## src/rtl/alu_32b.sv

```systemverilog
// alu_32b: 32-bit execute-stage ALU with registered result and carry-out.
// Opcode is {S2,S1,S0}. The result is computed combinationally from the
// current operands and captured on every rising clock edge (1-cycle latency).
// Carry-in only affects ADD and SUB. Every other opcode forces carry-out to 0.
module alu_32b (
    input  logic        clk,
    input  logic        rst_n,
    input  logic [31:0] a,
    input  logic [31:0] b,
    input  logic        S0,
    input  logic        S1,
    input  logic        S2,
    input  logic        Ci,
    output logic [31:0] F,
    output logic        Co
);

    typedef enum logic [2:0] {
        OP_ADD  = 3'b000,
        OP_XOR  = 3'b001,
        OP_SUB  = 3'b010,
        OP_AND  = 3'b011,
        OP_OR   = 3'b100,
        OP_NOR  = 3'b101,
        OP_SLT  = 3'b110,
        OP_PASS = 3'b111
    } alu_op_e;

    // Signed less-than on two's-complement operands, as a 32-bit result word.
    function automatic logic [31:0] slt_word(input logic [31:0] x, input logic [31:0] y);
        logic lt;
        lt = ($signed(x) < $signed(y)) ? 1'b1 : 1'b0;
        return {31'b0, lt};
    endfunction

    // Run a 33-bit add so that the carry falls out as the top bit.
    function automatic logic [32:0] add33(input logic [31:0] x, input logic [31:0] y,
                                          input logic cin);
        return {1'b0, x} + {1'b0, y} + {32'b0, cin};
    endfunction

    alu_op_e     op_s;
    logic [32:0] sum_s;
    logic [32:0] dif_s;
    logic [31:0] f_d;
    logic        co_d;
    logic [31:0] f_q;
    logic        co_q;

    assign op_s  = alu_op_e'({S2, S1, S0});
    assign sum_s = add33(a, b, Ci);
    // Subtraction is a + ~b + Ci. Carry-out of 1 means no borrow occurred.
    assign dif_s = add33(a, ~b, Ci);

    // Select the next result and carry-out from the current opcode.
    always_comb begin
        f_d  = 32'h0000_0000;
        co_d = 1'b0;
        case (op_s)
            OP_ADD: begin
                f_d  = sum_s[31:0];
                co_d = sum_s[32];
            end
            OP_XOR: begin
                f_d  = a ^ b;
                co_d = 1'b0;
            end
            OP_SUB: begin
                f_d  = dif_s[31:0];
                co_d = dif_s[32];
            end
            OP_AND: begin
                f_d  = a & b;
                co_d = 1'b0;
            end
            OP_OR: begin
                f_d  = a | b;
                co_d = 1'b0;
            end
            OP_NOR: begin
                f_d  = ~(a | b);
                co_d = 1'b0;
            end
            OP_SLT: begin
                f_d  = slt_word(a, b);
                co_d = 1'b0;
            end
            OP_PASS: begin
                f_d  = a;
                co_d = 1'b0;
            end
            default: begin
                // Unknown opcode bits (X/Z) give no defined result and read as zero.
                f_d  = 32'h0000_0000;
                co_d = 1'b0;
            end
        endcase
    end

    // Capture the result each cycle. Async reset clears it and drops any pending result.
    always_ff @(posedge clk or negedge rst_n) begin
        if (!rst_n) begin
            f_q  <= 32'h0000_0000;
            co_q <= 1'b0;
        end else begin
            f_q  <= f_d;
            co_q <= co_d;
        end
    end

    assign F  = f_q;
    assign Co = co_q;

endmodule

```

## config.mk

```make
export PLATFORM = sky130hd
export DESIGN_NAME = alu_32b
export DESIGN_NICKNAME = d
export VERILOG_FILES = /design/src/rtl/alu_32b.sv
export SDC_FILE = /design/constraint.sdc
export NUM_CORES = 1
export LEC_CHECK = 0
export CORE_MARGIN = 4
export CORE_UTILIZATION = 57
export CTS_CLUSTER_SIZE = 8
export DETAILED_ROUTE_END_ITERATION = 12
export PLACE_DENSITY_LB_ADDON = 0.15
export SLEW_MARGIN = 20
export SYNTH_ARGS = -nofsm -noshare
export SYNTH_HDL_FRONTEND = slang
export SYNTH_SLANG_ARGS = --single-unit
```

## constraint.sdc

```tcl
create_clock -name clk -period 0.8 [get_ports clk]
set_clock_uncertainty 0.2 [all_clocks]
set_input_delay 0.16 -clock clk [delete_from_list [all_inputs] [get_ports clk]]
set_output_delay 0.16 -clock clk [all_outputs]
set_load 0.05 [all_outputs]
```

==> results of run 1 <==
kinds of logic after synthesis:
| family | Yosys count | share of synthesized area |
|---|---|---|
| AO/OA/AOI/OAI | 360 | 0.354 |
| XOR/XNOR | 23 | 0.0286 |
| adder cells (fa/ha/maj) | 101 | 0.184 |
| buffers and inverters | 175 | 0.0979 |
| flip-flops | 33 | 0.117 |
| multiplexers | 37 | 0.0537 |
| AND/OR/NAND/NOR | 248 | 0.165 |
synth_stat cells (12+ instances only):
library cell,count,area (µm²)
sky130_fd_sc_hd__dfrtp_1,33,826
sky130_fd_sc_hd__a21oi_1,89,445
sky130_fd_sc_hd__nor2b_1,12,75.1
sky130_fd_sc_hd__a221oi_1,13,114
sky130_fd_sc_hd__buf_2,14,70.1
sky130_fd_sc_hd__xor2_1,20,175
sky130_fd_sc_hd__ha_1,97,1210
sky130_fd_sc_hd__o21bai_1,14,105
sky130_fd_sc_hd__a211oi_1,14,105
sky130_fd_sc_hd__nor3_1,21,105
sky130_fd_sc_hd__o22ai_1,28,175
sky130_fd_sc_hd__mux2i_1,31,310
sky130_fd_sc_hd__clkbuf_1,43,161
sky130_fd_sc_hd__inv_1,109,409
sky130_fd_sc_hd__nand2_1,60,225
sky130_fd_sc_hd__nor2_1,89,334
sky130_fd_sc_hd__o21ai_0,55,275
sky130_fd_sc_hd__a21o_1,14,105
sky130_fd_sc_hd__o221ai_1,16,140
sky130_fd_sc_hd__o211ai_1,16,120
metrics by stage:
step           hold slack (ns)  area (µm²)  cells  setup TNS [ns]
3_5_place_dp           -0.0577       11300   1530          -83.33
3_3_place_gp           -0.0608       11300   1530          -77.51
2_1_floorplan           -0.336        7470    977          -49.25
==> results by group, run 1 <==
Outcome
  • Result of the run: aborted with a tool error
  • First Err: [ERROR DPL-0038] Utilization greater than 100%, impossible to legalize
  • Stopped at: 4_1_cts

CTS
  • Post-CTS Setup Bufs: 59
  • Post_cts resized: 441
  • H-tree depth: 2
  • # clock sinks: 33
  • Number of buffers created by CTS: 5
  • Number of buffers on the longest clock path: 2
  • Clock root buffer master: sky130_fd_sc_hd__clkbuf_16

Placement
  • Worst setup timing slack at the placement stage: -2.90 ns
  • Port Buffer Count: 102
  • Weighted congestion reported at the end of routability-driven placement: 1.10
  • DP HPWL: 29000 µm

Synthesis
  • Flip-flop cell with the highest count after synthesis: sky130_fd_sc_hd__dfrtp_1
  • Post-synthesis sequential area ratio: 0.117
  • Synthesized netlist net count: 1148
  • Synth async-reset ratio: 1.00
  • EDFF count, synth: 0
  • Summed instance area of the synthesized netlist: 0.00704 mm²
  • Warnings, synthesis: 0
  • Number of distinct library cells after synthesis: 76
  • Synthesis-stage register bit count: 33
  • Avg Synthesized Cell Area: 7.20 µm²
  • Instance count of the mapped netlist: 977

Die
  • Number of top-level design ports: 103
  • Starting density of the core: 0.584
  • Die Span Y: 119 µm
  • Horizontal die dimension: 119 µm
  • Site Rows: 40
==> inputs of run 2 (changes only) <==
--- a/config.mk
+++ b/config.mk
@@ -6,8 +6,7 @@
 export NUM_CORES = 1
 export LEC_CHECK = 0
 export CORE_MARGIN = 4
-export CORE_UTILIZATION = 57
-export CTS_CLUSTER_SIZE = 8
+export CORE_UTILIZATION = 40
 export DETAILED_ROUTE_END_ITERATION = 12
 export PLACE_DENSITY_LB_ADDON = 0.15
 export SLEW_MARGIN = 20
==> run 2 against run 1 <==
The flow now finishes, with violations (hold timing, setup timing). Synthesized cell count unchanged. Area after synthesis unchanged.
==> results by group, run 2 <==
Timing
  • Worst hold slack: -0.368 ns
  • Portion of the clock cycle consumed by the worst path in the final layout: 3.35
  • Number of setup violations in the final report: 66
  • Final Max Slew Viols: 0
  • Slew Limit Headroom: 0.523
  • F_max: 0.373 GHz
  • Final critical-path required period: 2.68 ns
  • Hold violation total from the final report: 33
  • Unrepaired setup endpoints after global routing: true
  • Pin slew with the least headroom to its limit: 0.706 ns
  • Crit path setup slack, layout: -1.88 ns

Synthesis
  • EDFF count, synth: 0
  • Main area contributors after synthesis: sky130_fd_sc_hd__ha_1, sky130_fd_sc_hd__dfrtp_1, sky130_fd_sc_hd__a21oi_1, sky130_fd_sc_hd__inv_1, sky130_fd_sc_hd__nor2_1
  • Mux share of post-synthesis cell area: 0.0537
  • Post-synthesis sequential area ratio: 0.117
  • Post-synthesis xor/xnor area fraction: 0.0286
  • Flip-flop cell with the highest count after synthesis: sky130_fd_sc_hd__dfrtp_1
  • Most frequent cells after synthesis: sky130_fd_sc_hd__inv_1, sky130_fd_sc_hd__ha_1, sky130_fd_sc_hd__a21oi_1, sky130_fd_sc_hd__nor2_1, sky130_fd_sc_hd__nand2_1
  • Synth async-reset ratio: 1.00
  • Complex-gate fraction of the synthesized area: 0.354
  • Basic-gate share of the synthesized area counting and, or, nand and nor cells: 0.165
  • Synthesized netlist net count: 1148
  • Summed instance area of the synthesized netlist: 0.00704 mm²
  • Warnings, synthesis: 0
  • Library cell with the largest summed area after synthesis: sky130_fd_sc_hd__ha_1
  • Instance count of the mapped netlist: 977
  • Number of distinct library cells after synthesis: 76
  • Avg Synthesized Cell Area: 7.20 µm²
  • Fraction of the mapped netlist area in adder cells: 0.184
  • Most used standard cell by instance count after synthesis: sky130_fd_sc_hd__inv_1
  • Portion of synthesized cell area occupied by the leading cell type: 0.172
  • Combinational family with the most area after synthesis: compound AO/OA/AOI/OAI gates
  • Synthesis-stage register bit count: 33

Placement
  • Inst Count DP: 1599
  • Port Buffer Count: 102
  • DP HPWL: 25200 µm
  • Weighted congestion reported at the end of routability-driven placement: 0.980
  • Worst setup timing slack at the placement stage: -2.66 ns
  • Placement Cell Area: 0.0115 mm²

Die
  • Die Span Y: 141 µm
  • Site Rows: 48
  • Starting density of the core: 0.407
  • Number of top-level design ports: 103
  • Core Region: 0.0173 mm²
  • Die Outline Area: 0.0198 mm²
  • Horizontal die dimension: 141 µm

Worst hold path
  • Kind of path behind the tightest hold check: in -> async

Drt
  • Total wirelength of the detailed-routed design: 34200 µm
  • Average vias per placed instance: 5.74
  • Count of antenna-violating nets left after detailed routing: 0
  • Vias: 9585
  • Total iterations of the first detailed-routing run: 6
  • Starting DRC count in detailed routing: 759
  • DRC viols: 0
  • Average routed wire per standard cell: 20.5 µm

Worst setup path
  • Launching element type of the critical path: input pin
  • Data arrival time of the critical path: 2.65 ns
  • Crit path capture type: flop
  • Type of the setup path with the least slack: in -> reg
  • Maximum fanout along the worst path: 3
  • Req. time, crit path: 0.77 ns

Cells and area
  • Commonest non-fill, non-tap cell in the layout: sky130_fd_sc_hd__buf_4
  • Leading cell types in the layout, fill and taps excluded: sky130_fd_sc_hd__buf_4, sky130_fd_sc_hd__nor2_1, sky130_fd_sc_hd__a21oi_1
  • Post-synthesis to final-layout area growth: 91.5%
  • Flip-flop count of the largest register after layout: 32
  • Share of post-route cells with drive strength above 1: 0.566
  • Final Net Count: 1614
  • Finished Cell Area: 0.0135 mm²
  • Non-filler cells, final: 1669
  • Final antenna diode count: 0

CTS
  • Number of buffers created by CTS: 5
  • # clock sinks: 33
  • Clock root buffer master: sky130_fd_sc_hd__clkbuf_16
  • Clock slew seen by the registers of the worst setup and hold paths: 0.06 ns
  • H-tree depth: 2
  • Clock tree from TritonCTS: yes
  • Number of buffers on the longest clock path: 2

Global route
  • First-pass GRT wire length: 51000 µm
  • Pin count of the biggest net entering global routing: 34
  • Global route overflow: 0
  • Antenna violations before repair: 0
  • GR Util All Layers: 0.323
  • Via count of the first global-routing pass: 9568

Pwr
  • Power density relative to cell area: 1160 mW/mm²
  • Leak pwr: 6.23 nW
  • Final total power: 0.0157 W
  • Worst IR drop on VDD: 0.946 mV

Outcome
  • Violated checks: hold timing, setup timing
  • Result of the run: finished, violations left

Run
  • Maximum capacitance violations: 0
-- run 2: cell counts after synthesis --
Identical to the previous run, type by type.
-- run 2: power by group --
part / switching (W) / internal, W / leakage, nW / total, W
Sequential: 0.000258 / 0.00199 / 0.363 / 0.00225
Combinational: 0.00572 / 0.00559 / 5.80 / 0.0113
Clock: 0.000946 / 0.00117 / 0.0652 / 0.00211
-- run 2: kinds of logic (layout without fill, tap and decap cells) --
group,Yosys count,after routing
xor+xnor,23,23
mux,37,37
fa+ha+maj,101,101
buf+inv,175,642
simple gates,248,248
flops,33,33
compound gates,360,360
-- run 2: final cells by class --
class | instances | area, µm²
clock buffers | 8 | 136
fillers | 1253 | 3820
inverters | 109 | 427
multi-input cells | 769 | 7070
flip-flops and latches | 33 | 866
well taps | 225 | 282
repair buffers | 525 | 4700
-- run 2: how the worst max path moves through the flow --
stage	startpoint	endpoint	slack (ns)	cells after the start
after global placement	a[5]	F[29]	-2.69	12
final	a[0]	F[31]	-1.88	11
after global routing	a[0]	F[31]	-1.96	11
after detailed placement	a[0]	F[22]	-2.66	13
after floorplan	a[0]	F[31]	-1.78	10
after CTS	a[0]	F[29]	-1.91	11
-- run 2: what timing repair did --
action | in CTS | in global routing
setup buffers | 36 | 35
gates resized for setup | 305 | 155
hold endpoints to repair | 33 | 33
pin swaps | 94 | 103
endpoints found under the setup margin | 66 | 66
cloned | 1 | 0
-- run 2: metal layers --
metal | global-route usage | routed length [µm]
met1 | 0.431 | 14400
met2 | 0.535 | 16000
met3 | 0.0529 | 2560
met4 | 0.0984 | 1270
met5 | 0 | 0
-- run 2: critical path: stages --
cell and delay, ns:
sky130_fd_sc_hd__buf_8 0.08, sky130_fd_sc_hd__clkinvlp_4 0.10, sky130_fd_sc_hd__fa_2 0.36, sky130_fd_sc_hd__nand3b_4 0.19
sky130_fd_sc_hd__a211oi_4 0.34, sky130_fd_sc_hd__nor2_4 0.09, sky130_fd_sc_hd__o31a_1 0.31, sky130_fd_sc_hd__a2111o_1 0.51
sky130_fd_sc_hd__a22o_1 0.26, sky130_fd_sc_hd__a31oi_1 0.16, sky130_fd_sc_hd__nand3b_1 0.11
-- run 2: metrics by stage --
stage | setup TNS [ns] | util
CTS | -67.23 | 0.739
global route | -71.98 | 0.779
finish | -69.03 | 0.779
floorplan | -49.25 | -
global placement | -78.80 | 0.665
detailed placement | -79.80 | 0.665
No activity file was read; power rests on OpenSTA's default activity.
